===== config.mk =====
export PLATFORM = sky130hd
export DESIGN_NAME = axi_mem_arbiter
export DESIGN_NICKNAME = d
export VERILOG_FILES = /design/src/rtl/axi_mem_arbiter.sv
export SDC_FILE = /design/constraint.sdc
export NUM_CORES = 1
export LEC_CHECK = 0
export CORE_AREA = 3 3 228 230
export CTS_BUF_LIST = sky130_fd_sc_hd__clkbuf_8
export CTS_CLUSTER_DIAMETER = 30
export DETAILED_ROUTE_END_ITERATION = 10
export DIE_AREA = 0 0 231 233
export GPL_TIMING_DRIVEN = 0
export HOLD_SLACK_MARGIN = 0.06
export SETUP_SLACK_MARGIN = 0.02
export SYNTH_ARGS = -nofsm -noshare
export SYNTH_HDL_FRONTEND = slang
export SYNTH_SLANG_ARGS = --single-unit

===== constraint.sdc =====
create_clock -name clk -period 12.13 [get_ports clk]
set_input_delay 2.426 -clock clk [delete_from_list [all_inputs] [get_ports clk]]
set_output_delay 2.426 -clock clk [all_outputs]
set_load 0.005 [all_outputs]

===== src/rtl/axi_mem_arbiter.sv =====
// axi_mem_arbiter
// Arbitrates the data-side and instruction-fetch uncached requesters onto one AXI4 master.
// Each grant becomes exactly one single-beat AXI transaction (read or write); the granted
// requester sees a one-cycle finish pulse, with read data valid in that same cycle.
//
// Ports
//   clk, rst                       clock, asynchronous active-high reset
//   data_*                         data-side requester (level we/re, addr, wdata, mask)
//   data_rdata / data_finish       data-side response
//   inst_addr / inst_re            fetch requester (read only)
//   inst_rdata / inst_finish       fetch response
//   aw* / w* / b* / ar* / r*       AXI4 master, single beat, registered outputs
//   bus_err                        one-cycle pulse alongside finish on nonzero rresp/bresp
module axi_mem_arbiter #(
  parameter logic [3:0]  AXI_ID = 4'd0,
  parameter int unsigned ADDR_W = 32
) (
  input  logic              clk,
  input  logic              rst,
  // Data-side requester
  input  logic [63:0]       data_addr,
  input  logic [63:0]       data_wdata,
  input  logic [7:0]        data_mask,
  input  logic              data_we,
  input  logic              data_re,
  output logic [63:0]       data_rdata,
  output logic              data_finish,
  // Instruction-fetch requester
  input  logic [63:0]       inst_addr,
  input  logic              inst_re,
  output logic [63:0]       inst_rdata,
  output logic              inst_finish,
  // AXI write address channel
  output logic              awvalid,
  input  logic              awready,
  output logic [ADDR_W-1:0] awaddr,
  output logic [3:0]        awid,
  output logic [7:0]        awlen,
  output logic [2:0]        awsize,
  output logic [1:0]        awburst,
  // AXI write data channel
  output logic              wvalid,
  input  logic              wready,
  output logic [63:0]       wdata,
  output logic [7:0]        wstrb,
  output logic              wlast,
  // AXI write response channel
  input  logic              bvalid,
  output logic              bready,
  input  logic [1:0]        bresp,
  // AXI read address channel
  output logic              arvalid,
  input  logic              arready,
  output logic [ADDR_W-1:0] araddr,
  output logic [3:0]        arid,
  output logic [7:0]        arlen,
  output logic [2:0]        arsize,
  output logic [1:0]        arburst,
  // AXI read data channel
  input  logic              rvalid,
  output logic              rready,
  input  logic [63:0]       rdata,
  input  logic [1:0]        rresp,
  input  logic              rlast,
  // Error pulse
  output logic              bus_err
);

  typedef enum logic [2:0] {StIdle, StAr, StR, StAww, StB} state_e;

  state_e              state_q, state_d;
  logic                last_grant_inst_q, last_grant_inst_d;
  logic                req_inst_q, req_inst_d;
  logic [ADDR_W-1:0]   addr_q, addr_d;
  logic [63:0]         wdata_q, wdata_d;
  logic [7:0]          mask_q, mask_d;
  logic                awvalid_q, awvalid_d;
  logic                wvalid_q, wvalid_d;
  logic                bready_q, bready_d;
  logic                arvalid_q, arvalid_d;
  logic                rready_q, rready_d;
  logic [63:0]         data_rdata_q, data_rdata_d;
  logic [63:0]         inst_rdata_q, inst_rdata_d;
  logic                data_finish_q, data_finish_d;
  logic                inst_finish_q, inst_finish_d;
  logic                bus_err_q, bus_err_d;

  logic                data_req;
  logic                grant_inst;
  logic                grant_write;

  // rlast is meaningless for single-beat reads; upper address bits are truncated.
  logic                unused_ok;
  assign unused_ok = ^{rlast, data_addr, inst_addr};

  always_comb begin
    state_d           = state_q;
    last_grant_inst_d = last_grant_inst_q;
    req_inst_d        = req_inst_q;
    addr_d            = addr_q;
    wdata_d           = wdata_q;
    mask_d            = mask_q;
    awvalid_d         = awvalid_q;
    wvalid_d          = wvalid_q;
    bready_d          = bready_q;
    arvalid_d         = arvalid_q;
    rready_d          = rready_q;
    data_rdata_d      = data_rdata_q;
    inst_rdata_d      = inst_rdata_q;
    data_finish_d     = 1'b0;
    inst_finish_d     = 1'b0;
    bus_err_d         = 1'b0;

    data_req    = data_we | data_re;
    // Fetch wins when it is alone, or when both request and data won last time.
    grant_inst  = inst_re & (~data_req | ~last_grant_inst_q);
    // A data grant with we set is a write even if re is also set.
    grant_write = ~grant_inst & data_we;

    unique case (state_q)
      StIdle: begin
        if (data_req || inst_re) begin
          last_grant_inst_d = grant_inst;
          req_inst_d        = grant_inst;
          addr_d            = grant_inst ? inst_addr[ADDR_W-1:0] : data_addr[ADDR_W-1:0];
          wdata_d           = data_wdata;
          mask_d            = data_mask;
          if (grant_write) begin
            awvalid_d = 1'b1;
            wvalid_d  = 1'b1;
            state_d   = StAww;
          end else begin
            arvalid_d = 1'b1;
            state_d   = StAr;
          end
        end
      end

      StAr: begin
        if (arready) begin
          arvalid_d = 1'b0;
          rready_d  = 1'b1;
          state_d   = StR;
        end
      end

      StR: begin
        if (rvalid) begin
          rready_d  = 1'b0;
          bus_err_d = (rresp != 2'b00);
          if (req_inst_q) begin
            inst_rdata_d  = rdata;
            inst_finish_d = 1'b1;
          end else begin
            data_rdata_d  = rdata;
            data_finish_d = 1'b1;
          end
          state_d = StIdle;
        end
      end

      StAww: begin
        // AW and W retire independently; move on once neither is still pending.
        if (awready) awvalid_d = 1'b0;
        if (wready)  wvalid_d  = 1'b0;
        if ((!awvalid_q || awready) && (!wvalid_q || wready)) begin
          bready_d = 1'b1;
          state_d  = StB;
        end
      end

      StB: begin
        if (bvalid) begin
          bready_d      = 1'b0;
          bus_err_d     = (bresp != 2'b00);
          data_finish_d = 1'b1;
          state_d       = StIdle;
        end
      end

      default: state_d = StIdle;
    endcase
  end

  always_ff @(posedge clk or posedge rst) begin
    if (rst) begin
      state_q           <= StIdle;
      last_grant_inst_q <= 1'b1;
      req_inst_q        <= 1'b0;
      addr_q            <= '0;
      wdata_q           <= '0;
      mask_q            <= '0;
      awvalid_q         <= 1'b0;
      wvalid_q          <= 1'b0;
      bready_q          <= 1'b0;
      arvalid_q         <= 1'b0;
      rready_q          <= 1'b0;
      data_rdata_q      <= '0;
      inst_rdata_q      <= '0;
      data_finish_q     <= 1'b0;
      inst_finish_q     <= 1'b0;
      bus_err_q         <= 1'b0;
    end else begin
      state_q           <= state_d;
      last_grant_inst_q <= last_grant_inst_d;
      req_inst_q        <= req_inst_d;
      addr_q            <= addr_d;
      wdata_q           <= wdata_d;
      mask_q            <= mask_d;
      awvalid_q         <= awvalid_d;
      wvalid_q          <= wvalid_d;
      bready_q          <= bready_d;
      arvalid_q         <= arvalid_d;
      rready_q          <= rready_d;
      data_rdata_q      <= data_rdata_d;
      inst_rdata_q      <= inst_rdata_d;
      data_finish_q     <= data_finish_d;
      inst_finish_q     <= inst_finish_d;
      bus_err_q         <= bus_err_d;
    end
  end

  assign data_rdata  = data_rdata_q;
  assign data_finish = data_finish_q;
  assign inst_rdata  = inst_rdata_q;
  assign inst_finish = inst_finish_q;
  assign bus_err     = bus_err_q;

  assign awvalid = awvalid_q;
  assign awaddr  = addr_q;
  assign awid    = AXI_ID;
  assign awlen   = 8'd0;
  assign awsize  = 3'b011;
  assign awburst = 2'b01;

  assign wvalid  = wvalid_q;
  assign wdata   = wdata_q;
  assign wstrb   = mask_q;
  assign wlast   = wvalid_q;

  assign bready  = bready_q;

  assign arvalid = arvalid_q;
  assign araddr  = addr_q;
  assign arid    = AXI_ID;
  assign arlen   = 8'd0;
  assign arsize  = 3'b011;
  assign arburst = 2'b01;

  assign rready  = rready_q;

endmodule


==> results of run 1 <==
layout by cell type (no fill, tap or decap), drive strengths merged:
cell type	synthesis	final
clkdlybuf4s50	0	486
nand2	260	260
dfrtp	244	244
mux2	129	129
buf	98	100
clkbuf	11	94
o21ai	41	41
conb	2	34
mux2i	32	32
inv	2	18
clkinv	0	13
clkinvlp	0	8
nor2	7	7
bufinv	0	6
a21oi	4	4
nor2b	3	3
nand4	2	2
nand3	2	2
nand3b	2	2
nor4b	2	2
nor3	2	2
or4	1	1
nand2b	1	1
o211ai	1	1
nor4	1	1
a21o	1	1
o22ai	1	1
and2	1	1
o22a	1	1
dfstp	1	1
worst max-delay path, stage by stage:
cell,delay (ns)
clkdlybuf4s50_1,0.53
nor3_2,0.10
nor4_4,0.81
clkbuf_1,0.52
nand2_1,0.22
nand2_1,0.10
how the worst max path moves through the flow:
stage,endpoint,cells after the start
6_report,wdata[21],6
5_1_grt,wdata[21],6
4_1_cts,wdata[21],6
3_5_place_dp,wdata[21],6
3_3_place_gp,araddr[8],2
2_1_floorplan,araddr[0],1
through the flow:
stage	util (%)	hold slack (ns)
after floorplan	-	0.463
after global placement	31.9	0.459
after detailed placement	32.0	0.463
after CTS	35.1	0.474
after global routing	35.1	0.495
final	35.1	0.468
power by group through the flow:
stage | clock, W | sequential, W | combinational (W)
finish | 0.00119 | 0.00148 | 0.00205
global route | 0.00129 | 0.00154 | 0.00224
CTS | 0.00124 | 0.00149 | 0.00210
detailed placement | 0 | 0.00149 | 0.00209
global placement | 0 | 0.00148 | 0.00207
floorplan | 0 | 0.00148 | 0.000804
metal layers:
layer  vias up  track usage (%)
met1      3935             14.1
met5         -                0
li1       3917                -
met3        63             5.77
met2       408             21.8
met4         4             5.75
flip-flops by register name, summed over array words and instances, names as in the netlist, 3 cells and up:
signal / count
araddr: 32
data_rdata: 64
inst_rdata: 64
state_q: 3
wdata: 64
wstrb: 8
cell families (layout without fill, tap and decap cells):
group,Yosys count,in the layout,share of synthesized area (%)
AND/OR/NAND/NOR,284,284,11.4
flip-flops,245,245,60.5
multiplexers,161,161,17.5
buffers and inverters,111,725,8.05
AO/OA/AOI/OAI,49,49,2.52
other,2,34,0.0741
area by class of cell:
type	count	area (um2)	share of cell area, %
Sequential cell	245	6130	34.9
Clock buffer	83	1140	6.51
Buffer	109	808	4.61
Clock inverter	43	387	2.20
Inverter	2	15.0	0.0855
Tap cell	672	841	4.79
Multi-Input combinational cell	528	3310	18.8
Timing Repair Buffer	488	4920	28.0
==> results list, run 1 <==
* Kind of critical path: input pin to flip-flop
- Clock latency on the worst-skew pair: 0.60 ns
- Worst reg2reg path startpoint: state_q[0]
* Register-to-register path setup slack: 9.77 ns
- Min-Delay Endpoint: wdata[18]
* Start point of the worst hold path: wdata[18]
- Number of levels the H-tree was split into: 3
* Met1 WL: 13.6 mm
- Psw: 0.00149 W
- First-pass detailed-route iteration total: 5
- Reg-to-Reg End: wdata[21]
- Proportion of power drawn by the clock network: 25.3%
- For this run, the leading register cell type out of synthesis is dfrtp_1.
- Sequential share of the synthesized area: 60.5%
* Worst Path Arrival: 4.73 ns
- In the synthesized netlist the async set-or-reset flop fraction comes to 100%.
- In this run the top signal layer used is met5.
- The initial antenna violation count came to 5.
- For this run, the number of Yosys warnings is 0.
* Hold path depth: 2
* Number of I/O port buffers: 486
- The routed design uses 17.2 mm of met2 wire.
* Total count of max-transition violations in the final report: 0
- Power spread over the standard cell area amounts to 269 nW/um2.
- The finished layout holds 2,170 standard cells, fillers aside.
- Number of distinct library cells after synthesis: 32
- Adding up every negative setup slack in the final design gives 0 ns.
- In this run the worst path has a maximum fanout of 10.
- Number of design-rule violations left by the first detailed-router iteration: 235
- Ratio of cells with drive above 1 in the final layout: 22.9%
- Entering global routing, the biggest net connects 120 pins.
- Slew at the pin with the worst max-slew slack: 1.08 ns
- The routed design could run at a clock period as short as 4.18 ns.
- The synthesized design contains 0 enable-type register cells.
* Fraction of synthesized cell area taken by the top area cell type: 60.2%
- Detailed placement finished with a half-perimeter wire length of 27.0 mm.
* Placed Cells: 2,044
* Final number of hold-violating endpoints: 0
- Length of routed met3 wiring: 3.84 mm
- Setup violations remaining at the end of the flow were counted as 0.
* Standard-cell rows: 82
- The design draws 0.00473 W.
- Cts hold-fix bufs: 0
- Measured against its own limit, the worst slew margin works out to 27.3%.
- Source of the critical timing path: data_we
* Clock transition at the register clock pins on the worst setup and hold paths after CTS: 0.05 ns
* Fillers: 5,043
* Final cycle utilization of the critical path: 34.5%
* Number of vias in the routed layout: 8,327
- Placed Area: 16,000 um2
- Buffer levels on the longest clock path: 3
- After detailed routing, the number of vias per cell comes to 3.84.
- Of all cell types, the one taking the most synthesized area is dfrtp_1.
* Hold WC Path Type: flip-flop to flip-flop
- Total standard cell area after synthesis: 10,100 um2
* Setup clock skew after layout: 0.0274 ns
- In the final routed layout, each cell accounts on average for 16.4 um.
* Internal cell power: 0.00324 W
- Clock tree synthesis inserted a total of 70 buffers.
- From synthesis to final layout, the design area changed by 73.2%.
- Startpoint types: input pin
* Number of antenna-violating nets in the routed design: 0
- Ant. Diodes: 0
* Buffer count from post-CTS setup fixing: 0
* Cell area after layout: 17,600 um2
- Unrepaired setup endpoints after global routing: false
- Combinational share of power: 43.4%
- Static timing analysis puts the maximum clock frequency at 0.239 GHz.
* Layout Nets: 1,723
* Initial core utilization: 20.2%
- Synthesis produced 852 cells.
* Wire length of the first global-routing pass: 53.4 mm
- In this run the static leakage power is 7.95 nW.
- Placement Setup Slack: 7.02 ns
* MaxCap Viol Count: 0
* Flop and latch count out of synthesis: 245
- Full die area: 53,800 um2
* Root Buffer Master: clkbuf_8
- Post-CTS repair changed the size of 0 cells.
- After global routing the overflow that remains totals 0.
* Ranking of synthesized cells by area: dfrtp_1, mux2_2, nand2_1, buf_4, mux2i_1
- Worst-case reg-to-reg path depth: 5
- The final layout contains routed wiring with a total length of 35.6 mm.
* Width of the chip: 231 um
* Total global routing track utilization: 13.0%
* Register share of total power: 31.3%
- After floorplanning, the core was sized to cover 50,100 um2.
- Counting every sink on the clock net gives 245.
* Share of total power consumed by net switching: 31.4%
- Mean Syn Cell Area: 11.9 um2
* Smallest setup slack after layout: 7.95 ns
- The run finished with clean final reports.
- The congestion estimate from routability-driven global placement came to 0.788.
- TritonCTS built the clock tree.
* Cell with the most instances after synthesis: nand2_1
* Chip Height: 233 um
* Number of remaining DRC errors: 0
- Worst IR drop on VDD: 0.135 mV
- Top-level I/O count: 586
* Via count of the first global-routing pass: 9,007
* Top post-synthesis cells by count: nand2_1, dfrtp_1, mux2_2
- The worst setup path is captured at a flip-flop.
- For the worst setup path, the data required time is 12.67 ns.
(Power assumes the default switching activity.)
==> run 2: changes to the inputs <==
- CORE_AREA: 3 3 228 230 -> 3 3 230 232
- DIE_AREA: 0 0 231 233 -> 0 0 233 235
- clock period: 12.13 -> 3.7 ns (I/O delays scaled with it)
==> run 2 against run 1 <==
First-iteration DRC count shrank 31%. Non-clock buffer count grew 4. Critical path depth shrank 4. Register-to-register slack lost 8.3 ns. Routed wire length grew 2.8%. Critical endpoint is now awaddr[14]. Clock power grew to 3.4 times the previous value. Clock-buffer cell count grew 3. Clock skew shrank 0.0055 ns. Highest routed layer unchanged. Worst setup slack lost 6.7 ns. Combinational power grew to 3.3 times the previous value. Critical path type is now flip-flop to primary output. Sequential share of layout area shrank 0.28 points.
==> results list, run 2 (synthesis gave the netlist of run 1 again) <==
* Run status: finished, final reports clean
- Register share of total power: 31.0% (-0.3 points)
* Ratio of cells with drive above 1 in the final layout: 23.0% (+0.14 points)
* Layout Nets: 1,729 (+0.35%)
- The headroom to the max-slew limit was 39.4% (+12 points).
* Final HPWL DP: 28.2 mm (+4.8%)
- First-pass detailed-route iteration total: 4 (-1)
* Total clock buffers created by CTS: 72 (+2.9%)
- The worst setup path is of the flip-flop to primary output kind.
* Number of levels the H-tree was split into: 3 (unchanged)
- The worst setup path is launched from a flip-flop.
* Buffer levels on the longest clock path: 3 (unchanged)
- The tree is rooted in a clkbuf_8.
* Worst slack on hold paths: 0.467 ns (-0.00109 ns)
- Clock latency on the worst-skew pair: 0.62 ns (+0.02 ns)
* Initial core utilization: 19.8% (-0.45 points)
- The library cells used most frequently in the layout, excluding fill and tap cells, are clkdlybuf4s50_1, nand2_1, dfrtp_1.
* Psw: 0.00484 W (+230%)
- Count of final setup violators: 0 (unchanged)
* MaxCap Viol Count: 0 (unchanged)
- The cell-internal power came to 0.0108 W (+230%).
- The cell total after placement was 2,056 (+0.59%).
- The number of nets with antenna violations after routing is 0 (unchanged).
- Relative to the synthesized area, the layout overhead comes to 74.6%.
- The switching power as a share of total power is 30.9% (-0.56 points).
- Hold path depth: 2 (unchanged)
* Required time of the worst setup path: 2.96 ns (-9.71 ns)
- Min-Delay Endpoint: wdata[11]
- The register area was 6130 um2 (unchanged).
- Final cycle utilization of the critical path: 66.2%
- CP cell instances: buf_4 -> clkdlybuf4s50_1
* Setup clock skew after layout: 0.0219 ns (-0.00555 ns)
- The worst register-to-register path ends at data_rdata[43].
- The number of global-route vias before repair came to 9,111 (+1.2%).
- Routed via count divided by cell count: 3.82 (-0.45%)
- Multi-input gate area: 3310 um2 (unchanged)
- The cell row count is 83 (+1.2%).
* Fmax: 0.408 GHz
- The area of all placed cells without fillers came to 17,700 um2 (+0.81%).
- In this run the critical register-to-register path is launched from state_q[2].
- Cell with the largest stage delay on the worst path: clkdlybuf4s50_1
- The part of the power in the clock network came to 26.2% (+0.9 points).
- The reg-to-reg setup timing slack came to 1.45 ns (-8.32 ns).
- The starting DRC count in detailed routing came to 163 (-31%).
* Worst IR drop on VDD: 0.390 mV (+190%)
- Core outline area: 51,200 um2 (+2.3%)
* Leading cell type in the layout, fill and taps excluded: clkdlybuf4s50_1
- Chip Height: 235 um (+0.86%)
- Shortest period the worst path allows: 2.45 ns
- Total count of max-transition violations in the final report: 0 (unchanged)
* Sinks on the clock net: 245 (unchanged)
* Routability congestion estimate: 0.799 (+1.4%)
* Slew at the pin with the worst max-slew slack: 0.902 ns (-0.180 ns)
* Routed length per instance: 16.8 um (+2.1%)
* Hold WC Path Type: flip-flop to flip-flop
- Buffer count from post-CTS setup fixing: 0 (unchanged)
- The detailed-route via count came to 8,347 (+0.24%).
* Number of remaining DRC errors: 0 (unchanged)
- The top-level I/O count is 586 (unchanged).
* Final Power: 0.0157 W (+230%)
- Placed Area: 16,100 um2 (+0.44%)
* Critical Path Max Stage Delay: 0.49 ns (-0.32 ns)
- Post-CTS resize count: 0 (unchanged)
- Initial antenna violation count: 6 (+1)
- The cell depth of the worst flop-to-flop path was 6 (+1).
- Combinational share of power: 42.8% (-0.6 points)
- Total global routing track utilization: 13.2% (+0.19 points)
- Final global-route overflow total: 0 (unchanged)
- Cell Count, Final, Fillers Out: 2,185 (+0.69%)
- Unrepaired setup endpoints after global routing: false
- Final number of hold-violating endpoints: 0 (unchanged)
- Critical path endpoint category: primary output
- The arrival time at the worst endpoint is 1.71 ns (-3.02 ns).
- Power per standard cell area: 885 nW/um2 (+230%)
* Width of the chip: 233 um (+0.87%)
- The CTS clock-pin slew for the worst setup and hold paths is 0.05 ns (about the same).
* Fillers: 5,129 (+1.7%)
- TritonCTS built the clock tree.
- Setup TNS Final: 0 ns (unchanged)
* Lkg Pwr: 8.00 nW (+0.67%)
* Number of I/O port buffers: 486 (unchanged)
* Cts hold-fix bufs: 0 (unchanged)
* Maximum fanout encountered on the critical timing path: 3 (-7)
* Start point of the worst hold path: wdata[11]
- The pin count of the biggest net entering global routing is 42 (-65%).
- The area of the die is 54,800 um2 (+1.7%).
- The aggregate routed wire length came to 36.6 mm (+2.8%).
- The first-pass GRT wire length was 54.4 mm (+1.9%).
-- run 2: cell count changes in the layout (fill, tap and decap cells not counted), sizes merged --
cell      previous run  this run
diode                0         3
clkinv              13         9
clkinvlp             8         9
clkbuf              94        97
bufinv               6         8
buf                100       104
inv                 18        16
-- run 2: cell type report --
cell class	count	area share [%]
Antenna cell	3	0.0424
Buffer	109	4.57
Clock buffer	86	6.69
Clock inverter	40	2.31
Inverter	2	0.0636
Multi-Input combinational cell	528	18.7
Sequential cell	245	34.7
Tap cell	680	4.81
Timing Repair Buffer	492	28.2
-- run 2: worst max path at each step --
stage | from | endpoint | slack (ns) | cells after the start
floorplan | rst | araddr[0] | -0.26 | 1
global placement | rst | araddr[14] | -2.37 | 2
detailed placement | data_we | wdata[10] | 0.60 | 6
CTS | araddr[14] | awaddr[14] | 1.10 | 2
global route | araddr[15] | awaddr[15] | 1.14 | 2
finish | araddr[14] | awaddr[14] | 1.25 | 2
-- run 2: power groups by stage --
stage	clock network, W	registers (W)	logic (W)
6_report	0.00410	0.00485	0.00671
2_1_floorplan	0	0.00485	0.00264
3_5_place_dp	0	0.00490	0.00686
3_3_place_gp	0	0.00485	0.00677
5_1_grt	0.00440	0.00502	0.00733
4_1_cts	0.00427	0.00488	0.00688
-- run 2: critical path, delay by kind of cell (launching register included) --
kind                   cells  cell delay [ns]
DFF                        1             0.44
buffers and inverters      2             0.66
-- run 2: layer usage --
layer  track usage, %  share of wire [%]
met5                0               0.10
met4             5.67                3.0
met3             5.66                 10
met2             22.7                 50
met1             13.9                 37
-- run 2: stage by stage --
step | setup slack (ns) | utilization, %
3_3_place_gp | -2.37 | 31.2
6_report | 1.25 | 34.6
5_1_grt | 1.14 | 34.6
2_1_floorplan | -0.257 | -
4_1_cts | 1.10 | 34.5
3_5_place_dp | 0.601 | 31.4
==> run 3: changes to the inputs <==
- clock period: 3.7 -> 2.05 ns (I/O delays scaled with it)
==> run 3 against run 2 <==
Non-clock buffer count increased by 9. Final cell count increased by 0.41%. Combinational power increased by 79%. Utilization increased by 0.15 points. First-iteration DRC count decreased by 4.3%. Critical endpoint is now araddr[30].
==> results list, run 3 (synthesis gave the netlist of run 1 again) <==
* Run status: finished, final reports clean
* Synth-to-layout area growth: 75.3%
- On the critical path the largest part of the delay comes from buffers and inverters.
* Maximum fanout encountered on the critical timing path: 3 (unchanged)
* Clock latency on the worst-skew pair: 0.61 ns (about the same)
- Number of buffer and inverter stages on the critical path: 1 (-1)
- Commonest cells after routing, fill and taps aside: clkdlybuf4s50_1, nand2_1, dfrtp_1
- The required time at the worst-slack endpoint came to 1.64 ns (-1.32 ns).
- Number of design-rule violations left by the first detailed-router iteration: 156 (-4.3%)
* Slew at the pin with the worst max-slew slack: 0.758 ns (-0.144 ns)
* Sequential cell area in the final layout: 6140 um2 (+0.10%)
- The total iterations of the first detailed-routing run was 4 (unchanged).
* Total clock buffers created by CTS: 72 (unchanged)
* Critical path endpoint category: primary output
- Number of levels the H-tree was split into: 3 (unchanged)
* Core outline area: 51,200 um2 (unchanged)
- Placed Cells: 2,056 (unchanged)
- Setup clock skew after layout: 0.0207 ns (-0.00118 ns)
- Ratio of cells with drive above 1 in the final layout: 24.0% (+0.99 points)
- The cell row count was 83 (unchanged).
- The final worst setup slack was 0.131 ns (-1.12 ns).
- The number of clock sinks seen by CTS is 245 (unchanged).
- Width of the chip: 233 um (unchanged)
* Total count of max-transition violations in the final report: 0 (unchanged)
- The die height came to 235 um (unchanged).
- The footprint of the multi-input gates is 3320 um2 (+0.38%).
* Full die area: 54,800 um2 (unchanged)
- Aggregate routed wire length: 36.8 mm (+0.47%)
* Final number of hold-violating endpoints: 0 (unchanged)
* Clock transition at the register clock pins on the worst setup and hold paths after CTS: 0.06 ns (about the same)
- Clock tree from TritonCTS: built
* Total global routing track utilization: 13.2% (+0.077 points)
- The power density relative to cell area was 1590 nW/um2 (+79%).
* Headroom to the max-slew limit: 49.4% (+10 points)
- Placement Setup Slack: -0.719 ns (-1.32 ns)
- The remaining design rule violation count was 0 (unchanged).
* Root Buffer Master: clkbuf_8
- Initial core utilization: 19.8% (unchanged)
* Shortest period the worst path allows: 1.92 ns
* Routed length per instance: 16.8 um (about the same)
- Cell Count, Final, Fillers Out: 2,194 (+0.41%)
- Number of vias in the routed layout: 8,386 (+0.47%)
- Initial antenna violation count: 6 (unchanged)
* Top-level I/O count: 586 (unchanged)
- The via density per instance came to 3.82 (about the same).
* Cts hold-fix bufs: 0 (unchanged)
* Worst Path Arrival: 1.51 ns (-0.20 ns)
- CP cell instances: clkdlybuf4s50_1
* Wire length of the first global-routing pass: 54.8 mm (+0.67%)
- Hold WC Path Type: input pin to async pin
- Dividing the final minimum period by the clock period gives 93.6%.
- For this design, the slowest cell found on the critical path is clkdlybuf4s50_1.
- The final net count came to 1,738 (+0.52%).
- Timing would allow up to 0.521 GHz.
- Routability congestion estimate: 0.799 (unchanged)
- Via count of the first global-routing pass: 9,184 (+0.80%)
* Final HPWL DP: 28.2 mm (unchanged)
- Fillers: 5,157 (+0.55%)
- Buffer levels on the longest clock path: 3 (unchanged)
- By startpoint and endpoint, the worst setup path is classified as flip-flop to primary output.
- The standby leakage power is 8.16 nW (+1.9%).
- The number of failing setup endpoints in the final timing report was 0 (unchanged).
- The sum of overflow across all layers after global routing is 0 (unchanged).
- The count of port buffers added during placement was 486 (unchanged).
- The setup TNS is 0 ns (unchanged).
- The maximum VDD drop was 0.707 mV (+81%).
- Final Power: 0.0282 W (+80%)
- The pin count of the biggest net entering global routing is 42 (unchanged).
- The largest stage delay on the critical path was 0.52 ns (+0.03 ns).
- Leading cell type in the layout, fill and taps excluded: clkdlybuf4s50_1
- Setup repair after global routing left no endpoint under its margin.
- The max-cap violation count is 0 (unchanged).
- The worst setup path is launched from a flip-flop.
* Number of antenna-violating nets in the routed design: 0 (unchanged)
==> run 3: changes by cell type in the layout (fill, tap and decap cells not counted), moves of 5 or more <==
| cell | change |
|---|---|
| buf_4 | +6 |
| dlygate4sd2_1 | +51 |
| clkdlybuf4s50_1 | -52 |
| dfrtp_2 | +5 |
| dfrtp_1 | -5 |
==> run 3: worst paths after layout <==
kind | end | startpoint | cells after the start | slack, ns
max reg2reg | inst_rdata[61] | state_q[2] | 6 | 0.16
min reg2reg | wdata[11] | wdata[11] | 2 | 0.47
max in group asynchronous | last_grant_inst_q | rst | 4 | 0.72
max | araddr[30] | araddr[30] | 1 | 0.13
min in group clk | wdata[44] | data_wdata[44] | 3 | 0.33
min | inst_rdata[11] | rst | 2 | 0.31
==> run 3: final cells by class <==
type                            count  area share (%)
Clock inverter                     40            2.30
Clock buffer                       86            6.66
Inverter                            2          0.0634
Sequential cell                   245            34.5
Multi-Input combinational cell    528            18.7
Tap cell                          680            4.79
Antenna cell                        3          0.0422
Timing Repair Buffer              502            28.4
Buffer                            108            4.56
==> run 3: timing repair <==
action,in CTS,in global routing
setup endpoints to repair,223,18
pin swaps,2,0
resized for setup,62,1
buffers inserted,10,0
==> run 3: routing by layer <==
| metal | vias to the layer above | share of wire (%) | global-route usage, % |
|---|---|---|---|
| met1 | 3982 | 37 | 14.0 |
| met3 | 73 | 10 | 5.66 |
| met2 | 382 | 50 | 22.9 |
| met5 | - | 0.11 | 0 |
| met4 | 6 | 2.9 | 5.66 |
| li1 | 3943 | - | - |
==> run 3: stage by stage <==
step	instance area, um2	utilization [%]	hold WS, ns
after global routing	17800	34.7	0.276
final	17800	34.7	0.311
after floorplan	10300	-	0.463
after global placement	16000	31.2	0.459
after detailed placement	16100	31.4	0.461
after CTS	17800	34.7	0.231
==> run 3: where the power goes <==
group	internal, W	total, W	switching [W]
clock network	0.00479	0.00741	0.00262
registers	0.00729	0.00875	0.00146
logic	0.00731	0.0120	0.00470
total	0.0194	0.0282	0.00878
